$ cat config.mk
export PLATFORM = sky130hd
export DESIGN_NAME = ysyx_25020037_wbu
export DESIGN_NICKNAME = d
export VERILOG_FILES = /design/src/rtl/ysyx_25020037_wbu_pkg.sv /design/src/rtl/ysyx_25020037_wbu_ldext.sv /design/src/rtl/ysyx_25020037_wbu.sv
export SDC_FILE = /design/constraint.sdc
export NUM_CORES = 1
export LEC_CHECK = 0
export BUFFER_PORTS_ARGS = -buffer_cell sky130_fd_sc_hd__buf_2
export CORE_MARGIN = 10
export CORE_UTILIZATION = 42
export CTS_BUF_LIST = sky130_fd_sc_hd__clkbuf_16
export CTS_CLUSTER_SIZE = 28
export DETAILED_ROUTE_END_ITERATION = 6
export GPL_TIMING_DRIVEN = 0
export PLACE_DENSITY = 0.67
export SYNTH_ARGS = -nofsm -noshare
export SYNTH_HDL_FRONTEND = slang
export SYNTH_HIERARCHICAL = 1
export SYNTH_SLANG_ARGS = --single-unit
$ cat constraint.sdc
create_clock -name clk -period 3.2 [get_ports clk]
set_clock_uncertainty 0.1 [all_clocks]
set_input_delay 0.32 -clock clk [delete_from_list [all_inputs] [get_ports clk]]
set_output_delay 0.32 -clock clk [all_outputs]
set_load 0.02 [all_outputs]
$ cat src/rtl/ysyx_25020037_wbu_pkg.sv
// Shared write-back configuration: bus widths, field encodings and bus layouts
// for the LSU->WBU and WBU->register-file interfaces.
package ysyx_25020037_wbu_pkg;

  localparam int LU_TO_WU_BUS_WD = 210;
  localparam int WU_TO_GU_BUS_WD = 107;

  localparam logic [1:0] RES_ALU = 2'b00;
  localparam logic [1:0] RES_MEM = 2'b01;
  localparam logic [1:0] RES_CSR = 2'b10;
  localparam logic [1:0] RES_PC4 = 2'b11;

  localparam logic [2:0] LD_LB  = 3'b000;
  localparam logic [2:0] LD_LH  = 3'b001;
  localparam logic [2:0] LD_LW  = 3'b010;
  localparam logic [2:0] LD_LBU = 3'b100;
  localparam logic [2:0] LD_LHU = 3'b101;

  localparam logic [1:0] ST_IDLE     = 2'd0;
  localparam logic [1:0] ST_COMMIT   = 2'd1;
  localparam logic [1:0] ST_WAIT_IFU = 2'd2;

  // Field order is MSB first, matching the legacy flat bus layout.
  typedef struct packed {
    logic [31:0] pc;
    logic [31:0] dnpc;
    logic [3:0]  rd;
    logic        gpr_wen;
    logic [1:0]  res_sel;
    logic [2:0]  ld_type;
    logic [1:0]  addr_lo;
    logic [31:0] alu_result;
    logic [31:0] mem_rdata;
    logic [31:0] csr_rdata;
    logic [31:0] csr_wdata;
    logic [3:0]  csr_wen;
    logic        ecall;
    logic        mret;
  } lu_bus_t;

  typedef struct packed {
    logic [31:0] pc;
    logic [3:0]  rd;
    logic [3:0]  csr_wen;
    logic        ecall_en;
    logic        mret_en;
    logic [31:0] csr_wcsr_data;
    logic        gpr_wen;
    logic [31:0] gpr_wdata;
  } wu_bus_t;

endpackage

$ cat src/rtl/ysyx_25020037_wbu_ldext.sv
// Load data extraction: selects the addressed byte/halfword lane and
// sign- or zero-extends it according to the load type.
module ysyx_25020037_wbu_ldext
  import ysyx_25020037_wbu_pkg::*;
(
  input  logic [31:0] mem_rdata,
  input  logic [2:0]  ld_type,
  input  logic [1:0]  addr_lo,
  output logic [31:0] ld_data
);

  logic [7:0]  byte_v;
  logic [15:0] half_v;

  always_comb begin
    byte_v = mem_rdata[{addr_lo, 3'b000} +: 8];
    half_v = addr_lo[1] ? mem_rdata[31:16] : mem_rdata[15:0];
    case (ld_type)
      LD_LB:   ld_data = {{24{byte_v[7]}}, byte_v};
      LD_LH:   ld_data = {{16{half_v[15]}}, half_v};
      LD_LW:   ld_data = mem_rdata;
      LD_LBU:  ld_data = {24'h0, byte_v};
      LD_LHU:  ld_data = {16'h0, half_v};
      default: ld_data = '0;
    endcase
  end

endmodule

$ cat src/rtl/ysyx_25020037_wbu.sv
// Write-back unit: captures one LSU result, commits it to the register file for
// a single cycle, then holds the next PC until the IFU accepts it.
module ysyx_25020037_wbu
  import ysyx_25020037_wbu_pkg::*;
#(
  parameter int CNT_W = 64
) (
  input  logic                       clk,
  input  logic                       rst_n,
  input  logic                       lsu_valid,
  output logic                       wbu_ready,
  input  logic [LU_TO_WU_BUS_WD-1:0] lu_to_wu_bus,
  output logic                       wbu_valid,
  output logic [WU_TO_GU_BUS_WD-1:0] wu_to_gu_bus,
  output logic                       npc_valid,
  input  logic                       ifu_ready,
  output logic [31:0]                npc,
  output logic [CNT_W-1:0]           minstret
);

  logic [1:0]       state_q, state_d;
  lu_bus_t          bus_q, bus_d;
  logic [CNT_W-1:0] minstret_q, minstret_d;
  logic [31:0]      ld_data;
  logic [31:0]      gpr_wdata;
  wu_bus_t          wu_bus;

  ysyx_25020037_wbu_ldext u_ldext (
    .mem_rdata (bus_q.mem_rdata),
    .ld_type   (bus_q.ld_type),
    .addr_lo   (bus_q.addr_lo),
    .ld_data   (ld_data)
  );

  always_comb begin
    state_d    = state_q;
    bus_d      = bus_q;
    minstret_d = minstret_q;
    case (state_q)
      ST_IDLE: begin
        if (lsu_valid) begin
          bus_d   = lu_bus_t'(lu_to_wu_bus);
          state_d = ST_COMMIT;
        end
      end
      ST_COMMIT: begin
        minstret_d = minstret_q + CNT_W'(1);
        state_d    = ifu_ready ? ST_IDLE : ST_WAIT_IFU;
      end
      ST_WAIT_IFU: begin
        if (ifu_ready) state_d = ST_IDLE;
      end
      default: state_d = ST_IDLE;
    endcase
  end

  always_ff @(posedge clk or negedge rst_n) begin
    if (!rst_n) begin
      state_q    <= ST_IDLE;
      bus_q      <= '0;
      minstret_q <= '0;
    end else begin
      state_q    <= state_d;
      bus_q      <= bus_d;
      minstret_q <= minstret_d;
    end
  end

  always_comb begin
    case (bus_q.res_sel)
      RES_ALU: gpr_wdata = bus_q.alu_result;
      RES_MEM: gpr_wdata = ld_data;
      RES_CSR: gpr_wdata = bus_q.csr_rdata;
      default: gpr_wdata = bus_q.pc + 32'd4;
    endcase

    wu_bus.pc            = bus_q.pc;
    wu_bus.rd            = bus_q.rd;
    wu_bus.csr_wen       = bus_q.csr_wen;
    wu_bus.ecall_en      = bus_q.ecall;
    wu_bus.mret_en       = bus_q.mret;
    wu_bus.csr_wcsr_data = bus_q.csr_wdata;
    wu_bus.gpr_wen       = bus_q.gpr_wen && (bus_q.rd != 4'd0);
    wu_bus.gpr_wdata     = gpr_wdata;
  end

  // Trap entry and return both redirect to the CSR value read alongside them.
  assign npc          = (bus_q.ecall || bus_q.mret) ? bus_q.csr_rdata : bus_q.dnpc;
  assign wu_to_gu_bus = wu_bus;
  assign wbu_ready    = (state_q == ST_IDLE);
  assign wbu_valid    = (state_q == ST_COMMIT);
  assign npc_valid    = (state_q == ST_COMMIT) || (state_q == ST_WAIT_IFU);
  assign minstret     = minstret_q;

endmodule
==> Implementation_results.wiki, run 1 <==
{| class="wikitable"
! Metric !! Value
|-
| Net Count, Synth || 1289
|-
| Distinct cell type count of the synthesized netlist || just under 60
|-
| Count of nets after finishing || 1971
|-
| Total congestion overflow || 0
|-
| Number of endpoints failing setup at the final stage || 0
|-
| Number of maximum-capacitance constraint violations || 0
|-
| Share of layout cells above drive strength 1 || 50.59%
|-
| Number of clock buffers inserted by TritonCTS || 34
|-
| Slew HR || 38.92%
|-
| Rows || 66
|-
| Estimated wirelength of the detail-placed design || 35710 µm
|-
| Start point of the worst hold path || lu_to_wu_bus[118]
|-
| Maximum clock rate || 318.5 MHz
|-
| Final core utilization || 61.76%
|-
| Antenna violations before repair || 5
|-
| Post-synth design cell area || 13920 µm²
|-
| Floorplan core area || roughly 33000 µm²
|-
| Destination of the worst register-to-register timing path || wu_to_gu_bus[87]
|-
| Root buffer cell || sky130_fd_sc_hd__clkbuf_16
|-
| Per-cell routed wire length || 22.45 µm
|-
| I/O pin cnt || 420
|-
| Share of the clock period used by the worst path after layout || 98.11%
|-
| Total Routed Length || about 50000 µm
|-
| DR iter-0 viols || 574
|-
| Routability congestion estimate from global placement || a little over 0.9
|-
| Path type of the worst min-delay path || in2reg
|-
| Starting Density || ~43%
|-
| DIE HEIGHT || between 200 and 250 µm
|-
| Critical path startpoint || wu_to_gu_bus[90]
|-
| Share of async-settable or async-resettable flops after synthesis || 100.0%
|-
| Part of the total power dissipated in combinational logic || roughly half
|-
| Clock latency reported for the late side of the worst-skew pair || 510 ps
|-
| CP startpoint kind || flop
|-
| Clock input transition at the sequential cells of the worst setup and hold paths || 60 ps
|-
| Worst endpoint data arrival time || 2720 ps
|-
| Maximum number of pins on one net before global-route repair || 82
|-
| Final WS setup || 60.55 ps
|-
| Power density over the cells || around 1000 nW/µm²
|-
| Critical path capture point type || primary output
|-
| Number of nets with antenna violations after detailed routing || 0
|-
| Detailed-route DRC error count || 0
|-
| Measured slew at the worst slew-check pin || 916.2 ps
|-
| Origin of the critical flop-to-flop path || state_q[1]
|-
| Number of synthesized register bits || 276
|-
| Hold Crit Depth || 2
|-
| Sum Neg Setup Slack || 0 ps
|-
| Post-Synthesis Cells || 1070
|-
| Mean instance size in the synthesized netlist || 13.01 µm²
|-
| Number of port buffers || 419
|-
| Final hold violation count || 0
|-
| Final critical delay including setup and external delays || roughly 3100 ps
|-
| Die X-Extent || roughly 200 µm
|-
| Number of iterations in the first detailed-routing pass || 4
|-
| Maximum fanout count along the critical path || 10
|-
| Power Internal || 12.20 mW
|-
| Switch Pwr || between 8 and 9 mW
|-
| Pre-CTS setup slack || between 200 and 300 ps
|-
| Maximum clock insertion buffer count || 3
|-
| YS warnings || 6
|-
| Outcome || finished, final reports clean
|-
| Layout overhead on the synthesized area || 44.74%
|-
| Unrepaired setup endpoints after global routing || yes
|-
| Sequential cell area fraction in the yosys report || between 40% and 50%
|-
| Proportion of power drawn by the clock network || approximately 19%
|-
| Aggregate global-route resource usage || 23.59%
|-
| Required time at the endpoint of the critical path || 2780 ps
|-
| Total via count in the routed design || around 11000
|-
| Switching power share of the total || 40.55%
|-
| Max-slew violation total from the final report || 0
|-
| Most used DFF post-synth || sky130_fd_sc_hd__dfrtp_1
|-
| DIE AREA || 40820 µm²
|-
| Crit path kind || reg2out
|-
| Detailed-route vias per instance || 5.164
|-
| Relative contribution of sequential cells to total power || 30.4%
|-
| Worst hold slack || 29.23 ps
|-
| Setup slack, reg-to-reg || ~320 ps
|-
| CTS H-tree lvls || 2
|-
| R2R cell count || 6
|-
| Static Leakage || 9.388 nW
|-
| Via count of the first global-routing pass || 12360
|-
| Clock net sink count || 276
|-
| Total power consumption of the routed design || 20.52 mW
|-
| Clock tree from TritonCTS || yes
|-
| Max IR drop VDD || 0.5289 mV
|-
| Number of enable flip-flop cells after synthesis || 0
|-
| Worst hold path endpoint || bus_q[118]
|-
| First-pass GRT wire length || 75290 µm
|}
## cell type report
| cell class | count | area (µm²) |
|---|---|---|
| antenna | 5 | 12.51 |
| timing repair buffer | 647 | 4432 |
| tap | 442 | 553.0 |
| sequential | 276 | 6913 |
| clock inverter | 20 | 167.7 |
| inverter | 15 | 56.30 |
| clock buffer | 37 | 925.9 |
| multi-input combinational | 652 | 6261 |
| buffer | 126 | 824.5 |
| fill | 2479 | 12470 |
## sequential cells by signal (all words and copies together), names as in the netlist
signal	flops
minstret	64
bus_q	136
state_q	2
wu_to_gu_bus	74
## cell families (layout without fill, tap and decap cells)
kind of cell | Yosys count | after routing | share of synthesized area [%]
DFF | 276 | 276 | 49.62
buffers and inverters | 143 | 845 | 6.338
xor gates and xnor gates | 90 | 90 | 5.663
other | 0 | 5 | 0
AOI/OAI and AO/OA | 46 | 46 | 2.580
muxes | 292 | 292 | 26.13
and+or+nand+nor | 218 | 219 | 9.214
adders and majority gates | 5 | 5 | 0.4495
## what timing repair did
action,4_1_cts,5_1_grt
resized for setup,14,25
gates cloned,0,1
hold endpoints to repair,261,0
setup buffers,1,13
pin swaps,0,5
setup endpoints to repair,49,12
hold buffers,211,0
## cell usage in the layout, fill, tap and decap left out, types with 4 or more instances in the layout
master / count
sky130_fd_sc_hd__a221o_1: 4
sky130_fd_sc_hd__and2_1: 6
sky130_fd_sc_hd__and3_1: 5
sky130_fd_sc_hd__and4_1: 5
sky130_fd_sc_hd__buf_2: 422
sky130_fd_sc_hd__buf_4: 91
sky130_fd_sc_hd__buf_6: 4
sky130_fd_sc_hd__clkbuf_1: 35
sky130_fd_sc_hd__clkbuf_16: 37
sky130_fd_sc_hd__clkinv_1: 5
sky130_fd_sc_hd__clkinv_2: 4
sky130_fd_sc_hd__dfrtp_1: 271
sky130_fd_sc_hd__dfrtp_2: 5
sky130_fd_sc_hd__diode_2: 5
sky130_fd_sc_hd__dlygate4sd3_1: 211
sky130_fd_sc_hd__ha_1: 4
sky130_fd_sc_hd__inv_1: 20
sky130_fd_sc_hd__mux2_2: 251
sky130_fd_sc_hd__mux2i_1: 9
sky130_fd_sc_hd__mux4_2: 32
sky130_fd_sc_hd__nand2_1: 38
sky130_fd_sc_hd__nand2b_1: 4
sky130_fd_sc_hd__nand3_1: 40
sky130_fd_sc_hd__nand4_1: 33
sky130_fd_sc_hd__nor2_1: 26
sky130_fd_sc_hd__nor3_1: 18
sky130_fd_sc_hd__nor4_1: 4
sky130_fd_sc_hd__nor4_4: 6
sky130_fd_sc_hd__o211ai_1: 16
sky130_fd_sc_hd__o21ai_0: 5
sky130_fd_sc_hd__o221ai_1: 6
sky130_fd_sc_hd__xnor2_1: 60
sky130_fd_sc_hd__xor2_1: 30
## stage by stage
step | instance area [µm²] | std cells
detailed placement | 16660 | 1934
CTS | 19930 | 2201
global placement | 16570 | 1931
global route | 20150 | 2220
floorplan | 13920 | 1070
finish | 20150 | 2220
## cells in the mapped netlist, types with 16 or more instances
cell type	n	area, µm²
sky130_fd_sc_hd__nand2_1	38	142.6
sky130_fd_sc_hd__xnor2_1	60	525.5
sky130_fd_sc_hd__o211ai_1	16	120.1
sky130_fd_sc_hd__nand3_1	40	200.2
sky130_fd_sc_hd__dfrtp_1	276	6907
sky130_fd_sc_hd__buf_4	78	585.6
sky130_fd_sc_hd__nor3_1	18	90.09
sky130_fd_sc_hd__mux4_2	32	720.7
sky130_fd_sc_hd__nand4_1	33	206.5
sky130_fd_sc_hd__xor2_1	30	262.8
sky130_fd_sc_hd__nor2_1	27	101.4
sky130_fd_sc_hd__clkbuf_1	37	138.9
sky130_fd_sc_hd__mux2_2	251	2826
## worst max-delay path, cell delays in order, from the launching register on
cell and delay (ps):
sky130_fd_sc_hd__dfrtp_1 410, sky130_fd_sc_hd__nand3_2 110, sky130_fd_sc_hd__or3_1 330, sky130_fd_sc_hd__buf_6 160
sky130_fd_sc_hd__buf_12 150, sky130_fd_sc_hd__nor3b_2 230, sky130_fd_sc_hd__xor2_1 120, sky130_fd_sc_hd__mux4_2 500
sky130_fd_sc_hd__buf_2 180
## metal layers
layer | part of all wire [%] | wire [µm] | up-vias | GRT usage (%)
met5 | 0 | 0 | - | 0
met4 | 3.5 | 1733 | 0 | 8.752
met3 | 6.9 | 3425 | 100 | 5.933
met2 | 50 | 25020 | 427 | 40.29
met1 | 39 | 19650 | 5759 | 28.15
li1 | - | - | 5177 | -
## worst max-delay path by stage
stage	to	slack, ps	depth (start not counted)
after global routing	wu_to_gu_bus[27]	-50	7
after detailed placement	wu_to_gu_bus[30]	250	7
after CTS	wu_to_gu_bus[30]	-20	6
final	wu_to_gu_bus[21]	60	8
after floorplan	minstret[48]	690	8
after global placement	wu_to_gu_bus[37]	-3580	1
## power by group through the flow
stage | Combinational (mW) | Clock [mW] | Sequential, mW
floorplan | 7.08 | 0 | 5.73
global placement | 9.92 | 0 | 6.17
detailed placement | 10.1 | 0 | 6.23
CTS | 10.3 | 3.89 | 6.20
global route | 11.1 | 4.01 | 6.43
finish | 10.5 | 3.81 | 6.24
Power figures use the tool's default switching activity.
==> run 2, diff against run 1 <==
--- a/config.mk
+++ b/config.mk
@@ -5,7 +5,7 @@
 export SDC_FILE = /design/constraint.sdc
 export NUM_CORES = 1
 export LEC_CHECK = 0
-export BUFFER_PORTS_ARGS = -buffer_cell sky130_fd_sc_hd__buf_2
+export BUFFER_PORTS_ARGS = -buffer_cell sky130_fd_sc_hd__buf_4
 export CORE_MARGIN = 10
 export CORE_UTILIZATION = 42
 export CTS_BUF_LIST = sky130_fd_sc_hd__clkbuf_16
@@ -13,6 +13,7 @@
 export DETAILED_ROUTE_END_ITERATION = 6
 export GPL_TIMING_DRIVEN = 0
 export PLACE_DENSITY = 0.67
+export REMOVE_ABC_BUFFERS = 1
 export SYNTH_ARGS = -nofsm -noshare
 export SYNTH_HDL_FRONTEND = slang
 export SYNTH_HIERARCHICAL = 1
==> Implementation_results.wiki, run 2 (synthesis gave the netlist of run 1 again) <==
{| class="wikitable"
! Metric !! Value
|-
| Outcome || finished, final reports clean (unchanged)
|-
| Number of maximum-capacitance constraint violations || 0 (unchanged)
|-
| Critical path capture point type || primary output (unchanged)
|-
| Share of layout cells above drive strength 1 || 49.55% (was 50.59%)
|-
| Maximum fanout count along the critical path || 7 (was 10)
|-
| Detailed-route vias per instance || 5.165 (was 5.164)
|-
| Path type of the worst min-delay path || in2reg (unchanged)
|-
| Slew HR || 53.75% (was 38.92%)
|-
| Number of endpoints failing setup at the final stage || 0 (unchanged)
|-
| Required time at the endpoint of the critical path || 2780 ps (about the same)
|-
| Final hold violation count || 0 (unchanged)
|-
| I/O pin cnt || 420 (unchanged)
|-
| Clock tree from TritonCTS || yes (unchanged)
|-
| Ordered list of cells on the worst path || and4_4, nand4_4, buf_4, nor3_1, xor2_1, mux4_2, buf_4 (was nand3_2, or3_1, buf_6, buf_12, nor3b_2, xor2_1, mux4_2, buf_2)
|-
| Maximum number of pins on one net before global-route repair || 113 (was 82)
|-
| Count of nets after finishing || 1853 (was 1971)
|-
| Total congestion overflow || 0 (unchanged)
|-
| Root buffer cell || sky130_fd_sc_hd__clkbuf_16 (unchanged)
|-
| Layout overhead on the synthesized area || 47.93% (was 44.74%)
|-
| Measured slew at the worst slew-check pin || 690.7 ps (was 916.2 ps)
|-
| Leading cell type in the layout, fill and taps excluded || sky130_fd_sc_hd__buf_4 (was sky130_fd_sc_hd__buf_2)
|-
| Rows || 66 (unchanged)
|-
| Unrepaired setup endpoints after global routing || yes (unchanged)
|-
| Die X-Extent || 202.0 µm (unchanged)
|-
| Final critical delay including setup and external delays || 3158 ps (was 3139 ps)
|-
| Crit path kind || reg2out (unchanged)
|-
| Max IR drop VDD || 0.5454 mV (was 0.5289 mV)
|-
| Share of the clock period used by the worst path after layout || 98.68% (was 98.11%)
|-
| Detailed-route DRC error count || 0 (unchanged)
|-
| CTS H-tree lvls || 2 (unchanged)
|-
| Total power consumption of the routed design || 20.59 mW (was 20.52 mW)
|-
| Clock latency reported for the late side of the worst-skew pair || 490 ps (was 510 ps)
|-
| Number of port buffers || 419 (unchanged)
|-
| Estimated wirelength of the detail-placed design || 32210 µm (was 35710 µm)
|-
| DIE AREA || 40820 µm² (unchanged)
|-
| Max-slew violation total from the final report || 0 (unchanged)
|-
| Antenna violations before repair || 10 (was 5)
|-
| Worst endpoint data arrival time || 2740 ps (was 2720 ps)
|-
| DIE HEIGHT || 202.0 µm (unchanged)
|-
| Maximum clock rate || 316.7 MHz (was 318.5 MHz)
|-
| Number of clock buffers inserted by TritonCTS || 34 (unchanged)
|-
| Starting Density || 42.67% (unchanged)
|-
| Floorplan core area || 32620 µm² (unchanged)
|-
| Master of the slowest instance on the critical path || sky130_fd_sc_hd__mux4_2 (unchanged)
|-
| Via count of the first global-routing pass || 11860 (was 12360)
|-
| Register ranked first by flip-flop count || bus_q (unchanged)
|-
| Number of iterations in the first detailed-routing pass || 5 (was 4)
|-
| Count of fill cells added during filler insertion || 2417 (was 2479)
|-
| Buffers & Inverters on Critical Path || 2 (was 3)
|-
| First-pass GRT wire length || 72010 µm (was 75290 µm)
|-
| Clock input transition at the sequential cells of the worst setup and hold paths || 60 ps (about the same)
|-
| Maximum clock insertion buffer count || 3 (unchanged)
|-
| Max FFs per register || 136 (unchanged)
|-
| Per-cell routed wire length || 22.36 µm (was 22.45 µm)
|-
| Power density over the cells || 1000 nW/µm² (was 1019 nW/µm²)
|-
| Aggregate global-route resource usage || 22.23% (was 23.59%)
|-
| DR iter-0 viols || 605 (was 574)
|-
| Cell type with the highest occurrence count on the critical path || sky130_fd_sc_hd__buf_4
|-
| Clock net sink count || 276 (unchanged)
|-
| Number of nets with antenna violations after detailed routing || 0 (unchanged)
|-
| Largest stage delay on the critical path || 490 ps (was 500 ps)
|-
| Total via count in the routed design || 10890 (was 11460)
|-
| Highest-count cells in the layout ignoring fill and taps || sky130_fd_sc_hd__buf_4, sky130_fd_sc_hd__dfrtp_1, sky130_fd_sc_hd__mux2_2, sky130_fd_sc_hd__dlygate4sd3_1, sky130_fd_sc_hd__xnor2_1 (was sky130_fd_sc_hd__buf_2, sky130_fd_sc_hd__dfrtp_1, sky130_fd_sc_hd__mux2_2, sky130_fd_sc_hd__dlygate4sd3_1, sky130_fd_sc_hd__buf_4)
|-
| CP startpoint kind || flop (unchanged)
|-
| Routability congestion estimate from global placement || 0.8207 (was 0.9212)
|-
| Static Leakage || 9.281 nW (was 9.388 nW)
|-
| Total Routed Length || 47160 µm (was 49830 µm)
|-
| Gate family responsible for the most delay along the worst path || simple AND/OR/NAND/NOR gates (unchanged)
|-
| Final core utilization || 63.12% (was 61.76%)
|}
==> run 2: cell types whose count changed in the layout (fill, tap and decap cells not counted), sizes merged, moves of 2 or more <==
cell,before,now
buf,525,441
clkbuf,73,37
clkinv,10,8
diode,5,10
dlygate4sd3,211,213
inv,21,25
==> run 2: power breakdown <==
| part | internal (mW) | switching [mW] |
|---|---|---|
| Sequential | 4.94 | 1.41 |
| Combinational | 5.23 | 5.16 |
| Clock | 2.38 | 1.46 |
| Total | 12.6 | 8.03 |
==> run 2: repair_timing <==
action,4_1_cts,5_1_grt
pin swaps,4,5
hold endpoints to repair,270,0
gates resized for setup,19,18
setup endpoints to repair,29,21
hold buffers,213,0
cloned,1,1
buffers inserted,6,8
==> run 2: path summary, 6_finish.rpt <==
kind | slack [ps] | endpoint | start | cells past startpoint
max reg2reg | 300 | minstret[62] | state_q[1] | 7
min | 70 | state_q[0] | lsu_valid | 3
min reg2reg | 380 | minstret[63] | minstret[63] | 1
max in group asynchronous | 1700 | bus_q[140] | rst_n | 3
max | 40 | wu_to_gu_bus[22] | wu_to_gu_bus[79] | 7
min in group asynchronous | 280 | bus_q[128] | rst_n | 2
==> run 2: worst reg2reg max path: stages, from the launching register on <==
cell                      delay, ps
sky130_fd_sc_hd__dfrtp_1        400
sky130_fd_sc_hd__inv_1          110
sky130_fd_sc_hd__ha_1           370
sky130_fd_sc_hd__nand4_2        230
sky130_fd_sc_hd__nor4_2         600
sky130_fd_sc_hd__nand4_1        510
sky130_fd_sc_hd__nor3_1         350
sky130_fd_sc_hd__xor2_1         170
==> run 2: layer usage <==
| layer | vias up | part of all wire (%) | global-route usage [%] |
|---|---|---|---|
| met5 | - | 0 | 0 |
| met4 | 0 | 2.2 | 6.282 |
| met3 | 61 | 7.3 | 6.509 |
| met2 | 391 | 51 | 38.20 |
| met1 | 5503 | 40 | 26.49 |
| li1 | 4938 | - | - |
==> run 2: cell type report <==
class	instances	area (µm²)	share of cell area, %
Tap cell	442	553.0	2.686
Clock buffer	37	925.9	4.497
Multi-Input combinational cell	653	6295	30.57
Clock inverter	22	188.9	0.9176
Timing Repair Buffer	654	5620	27.30
Inverter	15	56.30	0.2735
Antenna cell	10	25.02	0.1215
Sequential cell	276	6925	33.64
==> run 2: metrics by stage <==
step           setup slack, ps  cell area (µm²)  TNS (ps)  hold WS [ps]  cells
2_1_floorplan            -2758            13090   -579080        -75.59    942
3_3_place_gp             -5278            16790  -1359720         367.3   1803
3_5_place_dp            -70.48            17010    -145.4         203.1   1811
4_1_cts                  2.306            20410         0         57.20   2090
5_1_grt                 -23.29            20590    -50.91         73.74   2108
6_report                 42.10            20590         0         70.89   2109
==> run 3, diff against run 2 <==
--- a/config.mk
+++ b/config.mk
@@ -6,6 +6,7 @@
 export NUM_CORES = 1
 export LEC_CHECK = 0
 export BUFFER_PORTS_ARGS = -buffer_cell sky130_fd_sc_hd__buf_4
+export CORE_ASPECT_RATIO = 2
 export CORE_MARGIN = 10
 export CORE_UTILIZATION = 42
 export CTS_BUF_LIST = sky130_fd_sc_hd__clkbuf_16
@@ -13,6 +14,7 @@
 export DETAILED_ROUTE_END_ITERATION = 6
 export GPL_TIMING_DRIVEN = 0
 export PLACE_DENSITY = 0.67
+export RECOVER_POWER = 25
 export REMOVE_ABC_BUFFERS = 1
 export SYNTH_ARGS = -nofsm -noshare
 export SYNTH_HDL_FRONTEND = slang
==> Implementation_results.wiki, run 3 (synthesis gave the netlist of run 1 again) <==
{| class="wikitable"
! Metric !! Value
|-
| DR iter-0 viols || 390 (was 605)
|-
| Switch Pwr || 7.905 mW (was 8.034 mW)
|-
| Critical path startpoint || bus_q[137] (was wu_to_gu_bus[79])
|-
| Final hold violation count || 0 (unchanged)
|-
| Number of nets with antenna violations after detailed routing || 0 (unchanged)
|-
| Total power consumption of the routed design || 19.78 mW (was 20.59 mW)
|-
| Highest-count cells in the layout ignoring fill and taps || sky130_fd_sc_hd__buf_4, sky130_fd_sc_hd__dfrtp_1, sky130_fd_sc_hd__mux2_2, sky130_fd_sc_hd__dlygate4sd3_1, sky130_fd_sc_hd__xnor2_1 (unchanged)
|-
| Non-Filler Instances || 2078 (was 2109)
|-
| Total congestion overflow || 0 (unchanged)
|-
| CTS H-tree lvls || 1 (was 2)
|-
| Hold Crit Depth || 1 (was 3)
|-
| Maximum fanout count along the critical path || 18 (was 7)
|-
| Detailed-route DRC error count || 0 (unchanged)
|-
| Clock latency reported for the late side of the worst-skew pair || 530 ps (was 490 ps)
|-
| Number of iterations in the first detailed-routing pass || 5 (unchanged)
|-
| Detailed-route vias per instance || 5.208 (was 5.165)
|-
| Worst endpoint data arrival time || 2700 ps (was 2740 ps)
|-
| Part of the total power dissipated in combinational logic || 52.4% (was 50.5%)
|-
| Total Routed Length || 46760 µm (was 47160 µm)
|-
| Floorplan core area || 32810 µm² (was 32620 µm²)
|-
| Rows || 94 (was 66)
|-
| Clock input transition at the sequential cells of the worst setup and hold paths || 60 ps (about the same)
|-
| Share of the clock period used by the worst path after layout || 97.49% (was 98.68%)
|-
| Final critical delay including setup and external delays || 3120 ps (was 3158 ps)
|-
| Root buffer cell || sky130_fd_sc_hd__clkbuf_16 (unchanged)
|-
| Count of fill cells added during filler insertion || 2511 (was 2417)
|-
| Largest stage delay on the critical path || 560 ps (was 490 ps)
|-
| Origin of the critical flop-to-flop path || state_q[1] (unchanged)
|-
| Power Internal || 11.87 mW (was 12.56 mW)
|-
| Unrepaired setup endpoints after global routing || yes (unchanged)
|-
| Critical path capture point type || primary output (unchanged)
|-
| Power density over the cells || 978.5 nW/µm² (was 1000 nW/µm²)
|-
| Via count of the first global-routing pass || 12000 (was 11860)
|-
| Starting Density || 42.42% (was 42.67%)
|-
| Outcome || finished with violations (was finished, final reports clean)
|-
| Static Leakage || 9.099 nW (was 9.281 nW)
|-
| Placed cell count || 1801 (was 1811)
|-
| Ordered list of cells on the worst path || nand2b_2, a211o_2, o211ai_1, mux4_2, o21a_1, buf_4 (was and4_4, nand4_4, buf_4, nor3_1, xor2_1, mux4_2, buf_4)
|-
| Number of clock buffers inserted by TritonCTS || 27 (was 34)
|-
| Start point of the worst hold path || bus_q[172] (was lsu_valid)
|-
| Buffers & Inverters on Critical Path || 1 (was 2)
|-
| Antenna violations before repair || 2 (was 10)
|-
| Proportion of power drawn by the clock network || 15.3% (was 18.7%)
|-
| Maximum clock insertion buffer count || 3 (unchanged)
|-
| Slew HR || -11.64% (was 53.75%)
|-
| Pre-CTS setup slack || -156.4 ps (was -70.48 ps)
|-
| Leading cell type in the layout, fill and taps excluded || sky130_fd_sc_hd__buf_4 (unchanged)
|-
| Count of nets after finishing || 1847 (was 1853)
|-
| Max FFs per register || 136 (unchanged)
|-
| Measured slew at the worst slew-check pin || 1675 ps (was 690.7 ps)
|-
| Number of endpoints failing setup at the final stage || 0 (unchanged)
|-
| Estimated wirelength of the detail-placed design || 33850 µm (was 32210 µm)
|-
| Maximum clock rate || 320.5 MHz (was 316.7 MHz)
|-
| Crit path kind || reg2out (unchanged)
|-
| Routability congestion estimate from global placement || 0.8406 (was 0.8207)
|-
| DIE AREA || 41260 µm² (was 40820 µm²)
|-
| Share of layout cells above drive strength 1 || 49.51% (was 49.55%)
|-
| Max-slew violation total from the final report || 65 (was 0)
|-
| First-pass GRT wire length || 71430 µm (was 72010 µm)
|-
| Total via count in the routed design || 10820 (was 10890)
|-
| Aggregate global-route resource usage || 22.10% (was 22.23%)
|-
| Register ranked first by flip-flop count || bus_q (unchanged)
|-
| Maximum number of pins on one net before global-route repair || 112 (was 113)
|-
| Max IR drop VDD || 0.6746 mV (was 0.5454 mV)
|-
| I/O pin cnt || 420 (unchanged)
|-
| Clock tree from TritonCTS || yes (unchanged)
|-
| Relative contribution of sequential cells to total power || 32.3% (was 30.9%)
|-
| Number of port buffers || 419 (unchanged)
|-
| Switching power share of the total || 39.96% (was 39.01%)
|-
| Die X-Extent || 148.7 µm (was 202.0 µm)
|-
| Clock net sink count || 276 (unchanged)
|-
| Violations in the final reports || max-capacitance violations, max-slew violations
|-
| DIE HEIGHT || 277.4 µm (was 202.0 µm)
|-
| Number of maximum-capacitance constraint violations || 1 (was 0)
|-
| Per-cell routed wire length || 22.50 µm (was 22.36 µm)
|-
| Master of the slowest instance on the critical path || sky130_fd_sc_hd__dfrtp_4 (was sky130_fd_sc_hd__mux4_2)
|-
| Sum Neg Setup Slack || 0 ps (unchanged)
|-
| Final core utilization || 61.60% (was 63.12%)
|-
| CP startpoint kind || flop (unchanged)
|-
| Required time at the endpoint of the critical path || 2780 ps (about the same)
|-
| Path type of the worst min-delay path || reg2reg (was in2reg)
|-
| CP Depth || 6 (was 7)
|-
| Final WS setup || 80.33 ps (was 42.10 ps)
|-
| R2R cell count || 7 (unchanged)
|-
| Layout overhead on the synthesized area || 45.24% (was 47.93%)
|-
| Gate family responsible for the most delay along the worst path || compound AO/OA/AOI/OAI gates (was simple AND/OR/NAND/NOR gates)
|}
## run 3: timing repair
action / 4_1_cts / 5_1_grt
gates resized for setup: 24 / 16
setup buffers: 8 / 7
hold buffers: 214 / 0
cloned: 1 / 0
pin swaps: 4 / 2
setup endpoints to repair: 31 / 19
endpoints found under the hold margin: 274 / 0
## run 3: through the flow
step / instance area, µm² / hold slack [ps]
2_1_floorplan: 13090 / -75.59
3_3_place_gp: 16780 / 377.2
3_5_place_dp: 16990 / 213.6
4_1_cts: 20120 / 227.2
5_1_grt: 20210 / 414.4
6_report: 20210 / 400.7
## run 3: final timing paths
path | slack (ps) | endpoint
worst max register to register | 240 | minstret[61]
worst min register to register | 400 | bus_q[172]
worst max-delay path | 80 | wu_to_gu_bus[26]
worst min-delay path | 400 | bus_q[172]
min in group asynchronous | 660 | bus_q[46]
max in group asynchronous | 450 | wu_to_gu_bus[88]
## run 3: metal layers
| metal | routed length [µm] | vias to the layer above | GRT usage (%) |
|---|---|---|---|
| li1 | - | 4910 | - |
| met1 | 15710 | 5439 | 22.89 |
| met2 | 26080 | 385 | 41.34 |
| met3 | 2894 | 89 | 4.175 |
| met4 | 2080 | 0 | 10.03 |
| met5 | 0 | - | 0 |
## run 3: worst reg2reg max path, stage by stage (launching register included)
cell and delay [ps]:
sky130_fd_sc_hd__dfrtp_1 400, sky130_fd_sc_hd__inv_1 110, sky130_fd_sc_hd__ha_1 360, sky130_fd_sc_hd__nand4_1 250, sky130_fd_sc_hd__nor4_4 660, sky130_fd_sc_hd__nand4_1 480
sky130_fd_sc_hd__nor3_1 360, sky130_fd_sc_hd__xor2_1 180
## run 3: final cells by class
class	instances	area, µm²	area share [%]
Timing Repair Buffer	656	5588	27.64
Clock buffer	27	675.6	3.342
Multi-Input combinational cell	652	6287	31.10
Clock inverter	18	133.9	0.6623
Inverter	15	56.30	0.2785
Tap cell	432	540.5	2.674
Antenna cell	2	5.005	0.02476
Sequential cell	276	6928	34.27
## run 3: power groups by stage
stage	registers (mW)	logic (mW)	clock network [mW]
after CTS	6.35	10.3	3.12
after global routing	6.60	10.9	3.25
final	6.38	10.4	3.02
after global placement	5.87	7.88	0
after floorplan	6.57	5.51	0
after detailed placement	6.41	9.83	0
